$ cat config.mk
export PLATFORM = sky130hd
export DESIGN_NAME = redmule_cfg_tiler_flat
export DESIGN_NICKNAME = d
export VERILOG_FILES = /design/src/rtl/redmule_cfg_tiler_if.sv /design/src/rtl/redmule_cfg_tiler.sv /design/src/flat_wrapper.sv
export SDC_FILE = /design/constraint.sdc
export NUM_CORES = 1
export LEC_CHECK = 0
export ABC_AREA = 1
export CORE_MARGIN = 10
export CORE_UTILIZATION = 59
export DETAILED_ROUTE_END_ITERATION = 6
export DONT_BUFFER_PORTS = 1
export PLACE_DENSITY_LB_ADDON = 0.05
export SLEW_MARGIN = 30
export SYNTH_ARGS = -nofsm -noshare
export SYNTH_HDL_FRONTEND = slang
export SYNTH_SLANG_ARGS = --single-unit
export TNS_END_PERCENT = 10
$ cat constraint.sdc
create_clock -name clk_i -period 6.3 [get_ports clk_i]
set_input_delay 1.26 -clock clk_i [delete_from_list [all_inputs] [get_ports clk_i]]
set_output_delay 1.26 -clock clk_i [all_outputs]
set_load 0.1 [all_outputs]
$ cat src/rtl/redmule_cfg_tiler_if.sv
// Handshake and result bundle between the RedMulE slave register file,
// the tiling calculator and the final register-file writer.
interface redmule_cfg_tiler_if;
    logic        clear_i;
    logic        start_i;
    logic        ready_o;
    logic [15:0] m_size_i;
    logic [15:0] n_size_i;
    logic [15:0] k_size_i;
    logic        cfg_valid_o;
    logic        cfg_ready_i;
    logic        err_o;
    logic [15:0] x_rows_iter_o;
    logic [7:0]  x_rows_lftovr_o;
    logic [15:0] x_cols_iter_o;
    logic [7:0]  x_cols_lftovr_o;
    logic [15:0] w_cols_iter_o;
    logic [7:0]  w_cols_lftovr_o;
    logic [15:0] tot_stores_o;
    logic [31:0] x_d1_stride_o;
    logic [31:0] w_d0_stride_o;
    logic [31:0] yz_d0_stride_o;

    modport slave (
        input  clear_i,
        input  start_i,
        output ready_o,
        input  m_size_i,
        input  n_size_i,
        input  k_size_i,
        output cfg_valid_o,
        input  cfg_ready_i,
        output err_o,
        output x_rows_iter_o,
        output x_rows_lftovr_o,
        output x_cols_iter_o,
        output x_cols_lftovr_o,
        output w_cols_iter_o,
        output w_cols_lftovr_o,
        output tot_stores_o,
        output x_d1_stride_o,
        output w_d0_stride_o,
        output yz_d0_stride_o
    );

    modport master (
        output clear_i,
        output start_i,
        input  ready_o,
        output m_size_i,
        output n_size_i,
        output k_size_i,
        input  cfg_valid_o,
        output cfg_ready_i,
        input  err_o,
        input  x_rows_iter_o,
        input  x_rows_lftovr_o,
        input  x_cols_iter_o,
        input  x_cols_lftovr_o,
        input  w_cols_iter_o,
        input  w_cols_lftovr_o,
        input  tot_stores_o,
        input  x_d1_stride_o,
        input  w_d0_stride_o,
        input  yz_d0_stride_o
    );
endinterface

$ cat src/rtl/redmule_cfg_tiler.sv
// Tiling-parameter calculator: turns GEMM sizes M/N/K into iteration
// counts, leftovers, store count and byte strides for the streamers.
module redmule_cfg_tiler #(
    parameter int unsigned ARRAY_WIDTH = 12,
    parameter int unsigned TOT_DEPTH   = 16,
    parameter int unsigned BITW        = 16
) (
    input logic                clk_i,
    input logic                rst_i,
    redmule_cfg_tiler_if.slave cfg
);

    localparam int unsigned TD_LOG  = $clog2(TOT_DEPTH);
    localparam logic [15:0] TD_MASK = 16'(TOT_DEPTH - 1);
    localparam logic [7:0]  DIVISOR = 8'(ARRAY_WIDTH);
    localparam logic [31:0] BYTES   = 32'(BITW / 8);

    typedef enum logic [1:0] {
        IDLE,
        DIV,
        CALC,
        DONE
    } state_e;

    typedef struct packed {
        logic [15:0] xri;
        logic [7:0]  xrl;
        logic [15:0] xci;
        logic [7:0]  xcl;
        logic [15:0] wci;
        logic [7:0]  wcl;
        logic [15:0] ts;
        logic [31:0] xs;
        logic [31:0] ws;
    } res_t;

    state_e      state_q;
    logic [15:0] dvd_q;
    logic [7:0]  rem_q;
    logic [4:0]  cnt_q;
    logic [15:0] n_q;
    logic [15:0] k_q;
    logic        ready_q;
    logic        valid_q;
    logic        err_q;
    res_t        res_q;

    logic [8:0]  trial;
    logic        qbit;
    logic [7:0]  rem_d;
    logic [15:0] dvd_d;
    res_t        res_d;
    logic        size_zero;

    // One restoring-division step; the dividend register collects the quotient.
    always_comb begin
        trial = {rem_q, dvd_q[15]};
        qbit  = (trial >= {1'b0, DIVISOR});
        rem_d = qbit ? (trial[7:0] - DIVISOR) : trial[7:0];
        dvd_d = {dvd_q[14:0], qbit};
    end

    // Final tiling values from quotient/remainder and the stored N/K sizes.
    always_comb begin
        res_d     = '0;
        res_d.xri = dvd_q + {15'd0, (rem_q != 8'd0)};
        res_d.xrl = rem_q;
        res_d.xci = (n_q >> TD_LOG) + {15'd0, ((n_q & TD_MASK) != 16'd0)};
        res_d.xcl = 8'(n_q & TD_MASK);
        res_d.wci = (k_q >> TD_LOG) + {15'd0, ((k_q & TD_MASK) != 16'd0)};
        res_d.wcl = 8'(k_q & TD_MASK);
        res_d.ts  = res_d.xri * res_d.wci;
        res_d.xs  = {16'd0, n_q} * BYTES;
        res_d.ws  = {16'd0, k_q} * BYTES;
    end

    assign size_zero = (cfg.m_size_i == 16'd0) ||
                       (cfg.n_size_i == 16'd0) ||
                       (cfg.k_size_i == 16'd0);

    // Control FSM with all result and handshake outputs registered.
    always_ff @(posedge clk_i or posedge rst_i) begin
        if (rst_i) begin
            state_q <= IDLE;
            dvd_q   <= '0;
            rem_q   <= '0;
            cnt_q   <= '0;
            n_q     <= '0;
            k_q     <= '0;
            ready_q <= 1'b1;
            valid_q <= 1'b0;
            err_q   <= 1'b0;
            res_q   <= '0;
        end else if (cfg.clear_i) begin
            state_q <= IDLE;
            cnt_q   <= '0;
            ready_q <= 1'b1;
            valid_q <= 1'b0;
            err_q   <= 1'b0;
            res_q   <= '0;
        end else begin
            unique case (state_q)
                IDLE: begin
                    if (cfg.start_i) begin
                        dvd_q   <= cfg.m_size_i;
                        n_q     <= cfg.n_size_i;
                        k_q     <= cfg.k_size_i;
                        rem_q   <= '0;
                        cnt_q   <= 5'd15;
                        ready_q <= 1'b0;
                        if (size_zero) begin
                            err_q   <= 1'b1;
                            valid_q <= 1'b1;
                            state_q <= DONE;
                        end else begin
                            state_q <= DIV;
                        end
                    end
                end
                DIV: begin
                    dvd_q <= dvd_d;
                    rem_q <= rem_d;
                    if (cnt_q == 5'd0) begin
                        state_q <= CALC;
                    end else begin
                        cnt_q <= cnt_q - 5'd1;
                    end
                end
                CALC: begin
                    res_q   <= res_d;
                    valid_q <= 1'b1;
                    state_q <= DONE;
                end
                DONE: begin
                    if (cfg.cfg_ready_i) begin
                        res_q   <= '0;
                        err_q   <= 1'b0;
                        valid_q <= 1'b0;
                        ready_q <= 1'b1;
                        state_q <= IDLE;
                    end
                end
                default: begin
                    state_q <= IDLE;
                    ready_q <= 1'b1;
                    valid_q <= 1'b0;
                    err_q   <= 1'b0;
                    res_q   <= '0;
                end
            endcase
        end
    end

    assign cfg.ready_o         = ready_q;
    assign cfg.cfg_valid_o     = valid_q;
    assign cfg.err_o           = err_q;
    assign cfg.x_rows_iter_o   = res_q.xri;
    assign cfg.x_rows_lftovr_o = res_q.xrl;
    assign cfg.x_cols_iter_o   = res_q.xci;
    assign cfg.x_cols_lftovr_o = res_q.xcl;
    assign cfg.w_cols_iter_o   = res_q.wci;
    assign cfg.w_cols_lftovr_o = res_q.wcl;
    assign cfg.tot_stores_o    = res_q.ts;
    assign cfg.x_d1_stride_o   = res_q.xs;
    assign cfg.w_d0_stride_o   = res_q.ws;
    assign cfg.yz_d0_stride_o  = res_q.ws;

endmodule

$ cat src/flat_wrapper.sv
// flat-port wrapper written by rule: the top's interface ports become plain ports
module redmule_cfg_tiler_flat 
#(
    parameter int unsigned ARRAY_WIDTH = 12,
    parameter int unsigned TOT_DEPTH   = 16,
    parameter int unsigned BITW        = 16
)
  (clk_i, rst_i, cfg_clear_i, cfg_start_i, cfg_ready_o, cfg_m_size_i, cfg_n_size_i, cfg_k_size_i, cfg_cfg_valid_o, cfg_cfg_ready_i, cfg_err_o, cfg_x_rows_iter_o, cfg_x_rows_lftovr_o, cfg_x_cols_iter_o, cfg_x_cols_lftovr_o, cfg_w_cols_iter_o, cfg_w_cols_lftovr_o, cfg_tot_stores_o, cfg_x_d1_stride_o, cfg_w_d0_stride_o, cfg_yz_d0_stride_o);
  redmule_cfg_tiler_if cfg_i ();
  input logic clk_i;
  input logic rst_i;
  input wire logic [$bits(cfg_i.clear_i)-1:0] cfg_clear_i;
  input wire logic [$bits(cfg_i.start_i)-1:0] cfg_start_i;
  output wire logic [$bits(cfg_i.ready_o)-1:0] cfg_ready_o;
  input wire logic [$bits(cfg_i.m_size_i)-1:0] cfg_m_size_i;
  input wire logic [$bits(cfg_i.n_size_i)-1:0] cfg_n_size_i;
  input wire logic [$bits(cfg_i.k_size_i)-1:0] cfg_k_size_i;
  output wire logic [$bits(cfg_i.cfg_valid_o)-1:0] cfg_cfg_valid_o;
  input wire logic [$bits(cfg_i.cfg_ready_i)-1:0] cfg_cfg_ready_i;
  output wire logic [$bits(cfg_i.err_o)-1:0] cfg_err_o;
  output wire logic [$bits(cfg_i.x_rows_iter_o)-1:0] cfg_x_rows_iter_o;
  output wire logic [$bits(cfg_i.x_rows_lftovr_o)-1:0] cfg_x_rows_lftovr_o;
  output wire logic [$bits(cfg_i.x_cols_iter_o)-1:0] cfg_x_cols_iter_o;
  output wire logic [$bits(cfg_i.x_cols_lftovr_o)-1:0] cfg_x_cols_lftovr_o;
  output wire logic [$bits(cfg_i.w_cols_iter_o)-1:0] cfg_w_cols_iter_o;
  output wire logic [$bits(cfg_i.w_cols_lftovr_o)-1:0] cfg_w_cols_lftovr_o;
  output wire logic [$bits(cfg_i.tot_stores_o)-1:0] cfg_tot_stores_o;
  output wire logic [$bits(cfg_i.x_d1_stride_o)-1:0] cfg_x_d1_stride_o;
  output wire logic [$bits(cfg_i.w_d0_stride_o)-1:0] cfg_w_d0_stride_o;
  output wire logic [$bits(cfg_i.yz_d0_stride_o)-1:0] cfg_yz_d0_stride_o;
  assign cfg_i.clear_i = cfg_clear_i;
  assign cfg_i.start_i = cfg_start_i;
  assign cfg_ready_o = cfg_i.ready_o;
  assign cfg_i.m_size_i = cfg_m_size_i;
  assign cfg_i.n_size_i = cfg_n_size_i;
  assign cfg_i.k_size_i = cfg_k_size_i;
  assign cfg_cfg_valid_o = cfg_i.cfg_valid_o;
  assign cfg_i.cfg_ready_i = cfg_cfg_ready_i;
  assign cfg_err_o = cfg_i.err_o;
  assign cfg_x_rows_iter_o = cfg_i.x_rows_iter_o;
  assign cfg_x_rows_lftovr_o = cfg_i.x_rows_lftovr_o;
  assign cfg_x_cols_iter_o = cfg_i.x_cols_iter_o;
  assign cfg_x_cols_lftovr_o = cfg_i.x_cols_lftovr_o;
  assign cfg_w_cols_iter_o = cfg_i.w_cols_iter_o;
  assign cfg_w_cols_lftovr_o = cfg_i.w_cols_lftovr_o;
  assign cfg_tot_stores_o = cfg_i.tot_stores_o;
  assign cfg_x_d1_stride_o = cfg_i.x_d1_stride_o;
  assign cfg_w_d0_stride_o = cfg_i.w_d0_stride_o;
  assign cfg_yz_d0_stride_o = cfg_i.yz_d0_stride_o;
  redmule_cfg_tiler #(.ARRAY_WIDTH(ARRAY_WIDTH), .TOT_DEPTH(TOT_DEPTH), .BITW(BITW)) u_core (.clk_i(clk_i), .rst_i(rst_i), .cfg(cfg_i));
endmodule
==> results.sh, run 1 <==
export IMPL_cp_required_ns=6.63
export IMPL_place_gp_congestion=0.915
export IMPL_grt_max_degree=110
export IMPL_clock_path_buffers=2
export IMPL_vias_per_cell=5.40
export IMPL_synth_seq_area_share=0.338
export IMPL_diodes=0
export IMPL_area_growth_pct=7.97
export IMPL_die_x_um=163
export IMPL_clkTransAtPathRegs_ns=0.07
export IMPL_min_path_type="reg -> reg"
export IMPL_synth_common_cells="nand2_1, inv_1, dfrtp_1, nor2_1, buf_4"
export IMPL_timing_final_crit_share=0.964
export IMPL_clock_root_buffer="clkbuf_16"
export IMPL_ys_ff_latch=164
export IMPL_synth_area_per_cell_um2=8.06
export IMPL_cp_max_fo=4
export IMPL_start_util=0.600
export IMPL_htreeDepth=4
export IMPL_finalWorstSetupSlack_ns=0.226
export IMPL_final_hold_violation_count=0
export IMPL_reg2reg_slack_ns=0.23
export IMPL_worstHoldPathCells=2
export IMPL_yosysTopAreaCell="dfrtp_1"
export IMPL_ys_top_cells_by_area="dfrtp_1, fa_1, nand2_1, inv_1, buf_4"
export IMPL_fin_nets=1690
export IMPL_fin_skew_ns=0.0108
export IMPL_cts_sinks=164
export IMPL_crit_path_frequent_cell="fa_1"
export IMPL_crit_buf_inv=6
export IMPL_vias=9658
export IMPL_detail_route_wl_per_cell_um=18.1
export IMPL_synth_edf_count=0
export IMPL_drt_iter0_markers=788
export IMPL_synthCells=1507
export IMPL_place_port_buffers=0
export IMPL_final_setup_viol_count=0
export IMPL_status="finished clean"
export IMPL_grt_pass1_vias=9383
export IMPL_dpl_worst_slack_ns=-0.121
export IMPL_slowest_stage="fa_1"
export IMPL_num_rows=52
export IMPL_die_h_um=163
export IMPL_syn_cell_area_mm2=0.0121
export IMPL_grt_pass1_wl_mm=51.2
export IMPL_synth_flop_cell="dfrtp_1"
export IMPL_drv_cap=0
export IMPL_max_stage_delay_ns=0.53
export IMPL_period_needed_ns=6.07
export IMPL_synth_warnings=0
export IMPL_cp_arrival_ns=6.40
export IMPL_worst_slew_pin_slew_ns=0.996
export IMPL_drive_above_1_share=0.124
export IMPL_clock_latency_ns=0.44
export IMPL_synth_distinct_cells=42
export IMPL_first_pass_iters=5
export IMPL_end_kind="flop"
export IMPL_ioPinCount=240
export IMPL_ff2ff_path_depth=26
export IMPL_numCtsBuffers=17
export IMPL_cp_start_kind="flop"
export IMPL_cts_hold_buf=0
export IMPL_gr_total_overflow=0
export IMPL_critical_path_top_delay_family="adder cells"
export IMPL_finalWirelength_mm=32.4
export IMPL_antenna_found_initial=0
export IMPL_rsz0062_at_grt="true"
export IMPL_drv_slew=0
export IMPL_synth_most_common_cell="nand2_1"
export IMPL_tritoncts="built"
export IMPL_ant_nets=0
export IMPL_drc_errors=0
export IMPL_dp_hpwl_mm=24.7
export IMPL_fmax_ghz=0.165
export IMPL_coreArea_mm2=0.0202
export IMPL_grt_usage=0.241
export IMPL_slew_headroom=0.336
export IMPL_crit_cells=26
export IMPL_dieArea_mm2=0.0267
export IMPL_synth_async_sr_flop_share=1.00
export IMPL_synth_top_cell_area_share=0.336
export IMPL_path_class="reg -> reg"
## layout make-up
cell class | instances | area (um2)
flip-flops and latches | 164 | 4130
clock buffers | 17 | 425
repair buffers | 50 | 379
clock inverters | 15 | 178
fillers | 1765 | 7120
multi-input cells | 1024 | 6720
well taps | 270 | 338
inverters | 249 | 951
## per-stage QoR
| stage | hold slack [ns] | instances | area [um2] | TNS, ns | util |
|---|---|---|---|---|---|
| after detailed placement | 0.475 | 1739 | 12200 | -0.121 | 0.601 |
| after global routing | 0.513 | 1789 | 13100 | -0.179 | 0.648 |
| after global placement | 0.471 | 1739 | 12200 | 0 | 0.601 |
| after floorplan | 0.489 | 1568 | 12400 | 0 | - |
| after CTS | 0.493 | 1771 | 12800 | 0 | 0.632 |
| final | 0.488 | 1789 | 13100 | 0 | 0.648 |
## what timing repair did
item | CTS | global route
setup buffers | 0 | 18
endpoints found under the setup margin | 1 | 4
hold endpoints to repair | 0 | 0
gates resized for setup | 3 | 39
pin swaps | 1 | 19
## flip-flops by register name, indices dropped and copies added (netlist names), 16 cells and up
register / count
u_core.cfg.tot_stores_o: 16
u_core.cfg.w_d0_stride_o: 16
u_core.cfg.x_d1_stride_o: 16
u_core.cfg.x_rows_iter_o: 16
u_core.dvd_q: 16
u_core.k_q: 16
u_core.n_q: 16
## kinds of logic (layout without fill, tap and decap cells)
group / Yosys count / count (layout) / synth area share
buffers and inverters: 380 / 331 / 0.146
AND/OR/NAND/NOR: 618 / 618 / 0.216
adder cells (fa/ha/maj): 131 / 131 / 0.185
flip-flops: 164 / 164 / 0.338
multiplexers: 9 / 9 / 0.00834
AO/OA/AOI/OAI: 188 / 188 / 0.0947
other: 1 / 62 / 0.000309
XOR/XNOR: 16 / 16 / 0.0122
## per-layer routing
| metal | vias up | track usage | routed length, um |
|---|---|---|---|
| li1 | 4615 | - | - |
| met1 | 4667 | 0.318 | 13800 |
| met2 | 335 | 0.388 | 15400 |
| met3 | 41 | 0.0617 | 2550 |
| met4 | 0 | 0.0630 | 633 |
| met5 | - | 0 | 0 |
## cell usage in the layout (no fill, tap or decap), types with 17 or more instances in the layout
cell	n
a21oi_1	39
buf_4	49
clkbuf_16	17
conb_1	62
dfrtp_1	143
dfrtp_2	20
fa_1	80
ha_1	42
inv_1	236
nand2_1	328
nand3_1	67
nand4_1	21
nor2_1	134
o21ai_0	58
o31ai_1	38
## path summary, 6_finish.rpt
kind / from / end
worst max-delay path: u_core.rem_q[3]$_DFFE_PP0P_ / u_core.cfg.tot_stores_o[13]$_DFFE_PP0P_
worst min register to register: u_core.cfg.w_d0_stride_o[2]$_DFFE_PP0P_ / u_core.cfg.w_d0_stride_o[2]$_DFFE_PP0P_
max in group asynchronous: rst_i / u_core.cfg.w_d0_stride_o[8]$_DFFE_PP0P_
min in group asynchronous: rst_i / u_core.cfg.x_d1_stride_o[12]$_DFFE_PP0P_
worst max register to register: u_core.rem_q[3]$_DFFE_PP0P_ / u_core.cfg.tot_stores_o[13]$_DFFE_PP0P_
worst min-delay path: u_core.cfg.w_d0_stride_o[2]$_DFFE_PP0P_ / u_core.cfg.w_d0_stride_o[2]$_DFFE_PP0P_
## tightest hold or removal path, stage by stage, from the launching register on
cell and delay, ns:
dfrtp_2 0.36, nand2_1 0.05, o31ai_1 0.05
Power of run 1 is not shown: default switching activity piles up to over one toggle a cycle in this logic, so the estimate is an artifact.
==> run 2: changes to the inputs <==
- ABC_AREA: 1 -> default
- CTS_BUF_LIST: default -> sky130_fd_sc_hd__clkbuf_8 sky130_fd_sc_hd__clkbuf_16
- HOLD_SLACK_MARGIN: default -> 0.15
==> run 2 against run 1 <==
  * The flow now finishes with violations (design-rule violations)
  * Critical path type unchanged
  * Via count decreased by 10%
  * Register-to-register slack got worse by 0.04 ns
  * Final cell count fell by 9.0%
  * Critical endpoint is now u_core.cfg.tot_stores_o[15]$_DFFE_PP0P_
  * Die area fell by 1.7%
  * Synthesized cell count fell by 14%
  * Global-route usage shrank 0.97 points
  * Cell area grew 3.3%
  * Sequential share of layout area is 1.0 points lower
  * First-iteration DRC count fell by 36%
  * Hold slack gained 0.0029 ns
==> results.sh, run 2 <==
export IMPL_synth_area_per_cell_um2=9.18
export IMPL_synth_distinct_cells=58
export IMPL_violations="design-rule violations"
export IMPL_clock_root_buffer="clkbuf_16"
export IMPL_drc_errors=2
export IMPL_final_cell_mix="nand2_1, dfrtp_1, inv_1"
export IMPL_place_gp_congestion=0.909
export IMPL_dpl_worst_slack_ns=-0.203
export IMPL_vias_per_cell=5.32
export IMPL_synth_common_cells="nand2_1, dfrtp_1, inv_1, o21ai_0, buf_4"
export IMPL_fmax_ghz=0.163
export IMPL_antenna_found_initial=0
export IMPL_coreArea_mm2=0.0197
export IMPL_first_pass_iters=7
export IMPL_num_rows=51
export IMPL_post_route_util=0.689
export IMPL_min_path_type="reg -> reg"
export IMPL_detail_route_wl_per_cell_um=18.5
export IMPL_die_x_um=162
export IMPL_cts_hold_buf=0
export IMPL_dp_hpwl_mm=22.5
export IMPL_critical_path_top_delay_family="adder cells"
export IMPL_area_growth_pct=13.8
export IMPL_multiInputGateArea_mm2=0.00701
export IMPL_htreeDepth=4
export IMPL_drt_iter0_markers=507
export IMPL_cp_start_kind="flop"
export IMPL_clock_path_buffers=2
export IMPL_synth_edf_count=0
export IMPL_grt_pass1_wl_mm=48.6
export IMPL_grt_pass1_vias=9084
export IMPL_finalWorstSetupSlack_ns=0.182
export IMPL_cts_sinks=164
export IMPL_final_setup_viol_count=0
export IMPL_max_stage_delay_ns=0.56
export IMPL_synth_async_sr_flop_share=1.00
export IMPL_finalSetupTns_ns=0
export IMPL_numCtsBuffers=17
export IMPL_cp_required_ns=6.61
export IMPL_synth_seq_area_share=0.345
export IMPL_clock_latency_ns=0.44
export IMPL_drive_above_1_share=0.207
export IMPL_grt_usage=0.231
export IMPL_finalWirelength_mm=30.1
export IMPL_fin_skew_ns=0.0148
export IMPL_cp_arrival_ns=6.43
export IMPL_yosysTopAreaCell="dfrtp_1"
export IMPL_synth_top_cell_area_share=0.343
export IMPL_vias=8664
export IMPL_crit_path_frequent_cell="fa_1"
export IMPL_slowest_stage="or4_4"
export IMPL_synth_flop_cell="dfrtp_1"
export IMPL_holdWs_ns=0.491
export IMPL_syn_cell_area_mm2=0.0119
export IMPL_drv_cap=0
export IMPL_ioPinCount=240
export IMPL_crit_buf_inv=7
export IMPL_synthCells=1297
export IMPL_diodes=0
export IMPL_timing_final_crit_share=0.971
export IMPL_synth_most_common_cell="nand2_1"
export IMPL_fillCellCount=1591
export IMPL_start_util=0.606
export IMPL_clkTransAtPathRegs_ns=0.08
export IMPL_ys_ff_latch=164
export IMPL_worst_slew_pin_slew_ns=0.981
export IMPL_final_hold_violation_count=0
export IMPL_fin_nets=1534
export IMPL_gr_total_overflow=0
export IMPL_reg2reg_slack_ns=0.18
export IMPL_tritoncts="built"
export IMPL_die_h_um=162
export IMPL_ys_top_cells_by_area="dfrtp_1, fa_1, nand2_1, buf_4, ha_1"
export IMPL_slew_headroom=0.346
export IMPL_cp_max_fo=7
export IMPL_synth_warnings=0
export IMPL_grt_max_degree=138
export IMPL_end_kind="flop"
export IMPL_seqCellArea_mm2=0.00413
export IMPL_place_port_buffers=0
export IMPL_dieArea_mm2=0.0263
export IMPL_period_needed_ns=6.12
export IMPL_path_class="reg -> reg"
export IMPL_drv_slew=0
export IMPL_layout_cells_most_common="nand2_1"
export IMPL_status="finished with violations"
export IMPL_ant_nets=0
==> run 2: cell types whose count changed in the layout (fill, tap and decap cells not counted), sizes merged, moves of 47 or more <==
cell,previous run,this run
xnor2,4,51
o21ai,63,119
nand2,346,237
nor2,153,68
buf,50,119
nand3,72,22
inv,254,136
==> run 2: worst paths after layout <==
kind / start / to / depth (start not counted)
worst min register to register: u_core.cfg.w_d0_stride_o[3]$_DFFE_PP0P_ / u_core.cfg.w_d0_stride_o[3]$_DFFE_PP0P_ / 2
worst max-delay path: u_core.k_q[2]$_DFFE_PP0P_ / u_core.cfg.tot_stores_o[15]$_DFFE_PP0P_ / 25
max in group asynchronous: rst_i / u_core.cfg.w_d0_stride_o[16]$_DFFE_PP0P_ / 2
worst min-delay path: u_core.cfg.w_d0_stride_o[3]$_DFFE_PP0P_ / u_core.cfg.w_d0_stride_o[3]$_DFFE_PP0P_ / 2
worst max register to register: u_core.k_q[2]$_DFFE_PP0P_ / u_core.cfg.tot_stores_o[15]$_DFFE_PP0P_ / 25
min in group asynchronous: rst_i / u_core.cfg.w_d0_stride_o[3]$_DFFE_PP0P_ / 1
==> run 2: cell type report <==
| type | instances | share of cell area |
|---|---|---|
| multi-input combinational | 917 | 0.518 |
| sequential | 164 | 0.305 |
| timing repair buffer | 119 | 0.0692 |
| inverter | 131 | 0.0368 |
| clock buffer | 17 | 0.0314 |
| tap | 265 | 0.0245 |
| clock inverter | 15 | 0.0155 |
==> run 2: logic make-up (layout without fill, tap and decap cells) <==
family	count (synthesis)	in the layout	share of synthesized area
buffers and inverters	277	282	0.116
other	1	62	0.000315
XOR/XNOR	80	80	0.0634
AND/OR/NAND/NOR	431	431	0.167
adder cells (fa/ha/maj)	131	131	0.189
AO/OA/AOI/OAI	166	166	0.0769
multiplexers	47	47	0.0429
flip-flops	164	164	0.345
==> run 2: tightest hold or removal path: stages (launching register included) <==
cell and delay (ns):
dfrtp_2 0.36, nand2_1 0.04, o21ai_0 0.06
==> run 2: timing repair <==
item                                    4_1_cts  5_1_grt
resized for setup                            13       59
endpoints found under the setup margin        3        4
endpoints found under the hold margin         0        0
buffers inserted                              2       13
pin swaps                                     6       46
==> run 2: through the flow <==
stage / cell area (um2) / instances
after CTS: 13200 / 1617
after floorplan: 12100 / 1358
after global routing: 13500 / 1628
final: 13500 / 1628
after detailed placement: 12500 / 1583
after global placement: 12500 / 1583
==> run 2: routing by layer <==
| metal | share of wire | vias to the layer above | GRT usage | routed length (um) |
|---|---|---|---|---|
| met5 | 0 | - | 0 | 0 |
| met4 | 0.024 | 0 | 0.0649 | 735 |
| met3 | 0.069 | 50 | 0.0586 | 2070 |
| met2 | 0.49 | 270 | 0.388 | 14800 |
| met1 | 0.41 | 4249 | 0.290 | 12500 |
| li1 | - | 4095 | - | - |
Power of run 2 is left out for the same reason.
==> run 3: changes to the inputs <==
- SLEW_MARGIN: 30 -> 25
==> run 3 against run 2 <==
  * The run still ends with design-rule violations left
  * Critical path depth unchanged
  * First-iteration DRC count decreased by 0.20%
  * Critical endpoint unchanged
  * Count of clock-buffer cells in the layout unchanged
  * Final cell count unchanged
  * Largest cell class unchanged
  * Highest routed layer unchanged
  * Flip-flop and latch count unchanged
  * Register-to-register slack about the same
  * Clock skew unchanged
  * Via count about the same
==> results.sh, run 3 (synthesis results as in run 2) <==
export IMPL_grt_pass1_wl_mm=48.6
export IMPL_violations="design-rule violations"
export IMPL_top_usage_layer="met2"
export IMPL_drt_iter0_markers=506
export IMPL_fin_nets=1534
export IMPL_timing_final_crit_share=0.971
export IMPL_place_port_buffers=0
export IMPL_grt_pass1_vias=9084
export IMPL_ff2ff_path_depth=25
export IMPL_final_cell_mix="nand2_1, dfrtp_1, inv_1"
export IMPL_fin_skew_ns=0.0148
export IMPL_dpl_worst_slack_ns=-0.203
export IMPL_numCtsBuffers=17
export IMPL_worstHoldPathCells=2
export IMPL_worstHoldEndpoint="u_core.cfg.w_d0_stride_o[3]$_DFFE_PP0P_"
export IMPL_min_path_type="reg -> reg"
export IMPL_detail_route_wl_per_cell_um=18.5
export IMPL_slew_headroom=0.346
export IMPL_place_gp_congestion=0.909
export IMPL_cp_start_kind="flop"
export IMPL_num_rows=51
export IMPL_dp_hpwl_mm=22.5
export IMPL_end_kind="flop"
export IMPL_final_setup_viol_count=0
export IMPL_antenna_found_initial=0
export IMPL_die_h_um=162
export IMPL_cp_max_fo=7
export IMPL_grt_usage=0.231
export IMPL_cts_sinks=164
export IMPL_reg2reg_slack_ns=0.18
export IMPL_drive_above_1_share=0.207
export IMPL_final_hold_violation_count=0
export IMPL_worst_r2r_endpoint="u_core.cfg.tot_stores_o[15]$_DFFE_PP0P_"
export IMPL_cp_arrival_ns=6.43
export IMPL_tritoncts="built"
export IMPL_die_x_um=162
export IMPL_status="finished with violations"
export IMPL_grt_util_met1=0.290
export IMPL_holdWs_ns=0.491
export IMPL_finalWirelength_mm=30.1
export IMPL_clock_root_buffer="clkbuf_16"
export IMPL_coreArea_mm2=0.0197
export IMPL_rr_startpoint="u_core.k_q[2]$_DFFE_PP0P_"
export IMPL_ioPinCount=240
export IMPL_clock_latency_ns=0.44
export IMPL_gr_usage_met2=0.388
export IMPL_drv_cap=0
export IMPL_dieArea_mm2=0.0263
export IMPL_grt_max_degree=138
export IMPL_start_util=0.606
export IMPL_worst_slew_pin_slew_ns=0.981
export IMPL_clock_path_buffers=2
export IMPL_drc_errors=2
export IMPL_fmax_ghz=0.163
export IMPL_ant_nets=0
export IMPL_finalWorstSetupSlack_ns=0.180
export IMPL_grt_util_met3=0.0586
export IMPL_post_route_util=0.689
export IMPL_area_growth_pct=13.8
export IMPL_first_pass_iters=7
export IMPL_gr_total_overflow=0
export IMPL_drv_slew=0
export IMPL_hp_start="u_core.cfg.w_d0_stride_o[3]$_DFFE_PP0P_"
export IMPL_vias=8666
export IMPL_period_needed_ns=6.12
export IMPL_cts_hold_buf=0
export IMPL_clkTransAtPathRegs_ns=0.08
export IMPL_vias_per_cell=5.32
export IMPL_layout_cells_most_common="nand2_1"
export IMPL_htreeDepth=4
export IMPL_diodes=0
export IMPL_cp_required_ns=6.61
export IMPL_path_class="reg -> reg"
run 3: changes by cell type in the layout (fill, tap and decap cells not counted):
cell	change
inv_6	+1
inv_8	-1
run 3: final cells by class:
| type | instances | area (um2) |
|---|---|---|
| fill | 1592 | 6110 |
| multi-input combinational | 917 | 7010 |
| clock inverter | 15 | 210 |
| timing repair buffer | 119 | 937 |
| inverter | 131 | 497 |
| sequential | 164 | 4130 |
| clock buffer | 17 | 425 |
| tap | 265 | 332 |
run 3: worst max path at each step:
stage | from | end | slack (ns) | depth (start not counted)
6_report | u_core.k_q[2]$_DFFE_PP0P_ | u_core.cfg.tot_stores_o[15]$_DFFE_PP0P_ | 0.18 | 25
5_1_grt | u_core.k_q[2]$_DFFE_PP0P_ | u_core.cfg.tot_stores_o[15]$_DFFE_PP0P_ | -0.07 | 25
4_1_cts | u_core.rem_q[5]$_DFFE_PP0P_ | u_core.cfg.tot_stores_o[15]$_DFFE_PP0P_ | 0.02 | 27
3_5_place_dp | u_core.k_q[1]$_DFFE_PP0P_ | u_core.cfg.tot_stores_o[15]$_DFFE_PP0P_ | -0.20 | 22
3_3_place_gp | u_core.k_q[1]$_DFFE_PP0P_ | u_core.cfg.tot_stores_o[15]$_DFFE_PP0P_ | -0.10 | 22
2_1_floorplan | u_core.rem_q[4]$_DFFE_PP0P_ | u_core.cfg.tot_stores_o[14]$_DFFE_PP0P_ | 0.02 | 27
run 3: per-stage QoR:
step	std cells	setup TNS [ns]	area (um2)
2_1_floorplan	1358	0	12100
3_3_place_gp	1583	-0.124	12500
3_5_place_dp	1583	-0.380	12500
4_1_cts	1617	0	13200
5_1_grt	1628	-0.0782	13500
6_report	1628	0	13500
run 3: worst max-delay path: stages (launching register included):
cell and delay, ns:
dfrtp_1 0.40, or4_4 0.56, ha_4 0.19, ha_2 0.19, buf_4 0.15, xnor2_4 0.18
buf_6 0.16, buf_6 0.12, nor2_1 0.06, fa_1 0.50, inv_1 0.05, fa_1 0.52
inv_1 0.05, fa_1 0.48, fa_1 0.54, inv_1 0.05, fa_1 0.49, inv_2 0.05
ha_4 0.25, and3_1 0.17, a21oi_2 0.13, o21ai_2 0.10, nor4_2 0.29, nor3_2 0.09
xnor2_1 0.14, o21ai_1 0.07
run 3: per-layer routing:
layer / vias up / wire length (um)
li1: 4095 / -
met4: 0 / 735
met5: - / 0
met2: 272 / 14800
met3: 50 / 2070
met1: 4249 / 12500
run 3: what timing repair did:
action / in CTS / in global routing
pin swaps: 6 / 46
setup buffers: 2 / 13
setup endpoints to repair: 3 / 4
resized for setup: 13 / 59
Power of run 3 is left out for the same reason.
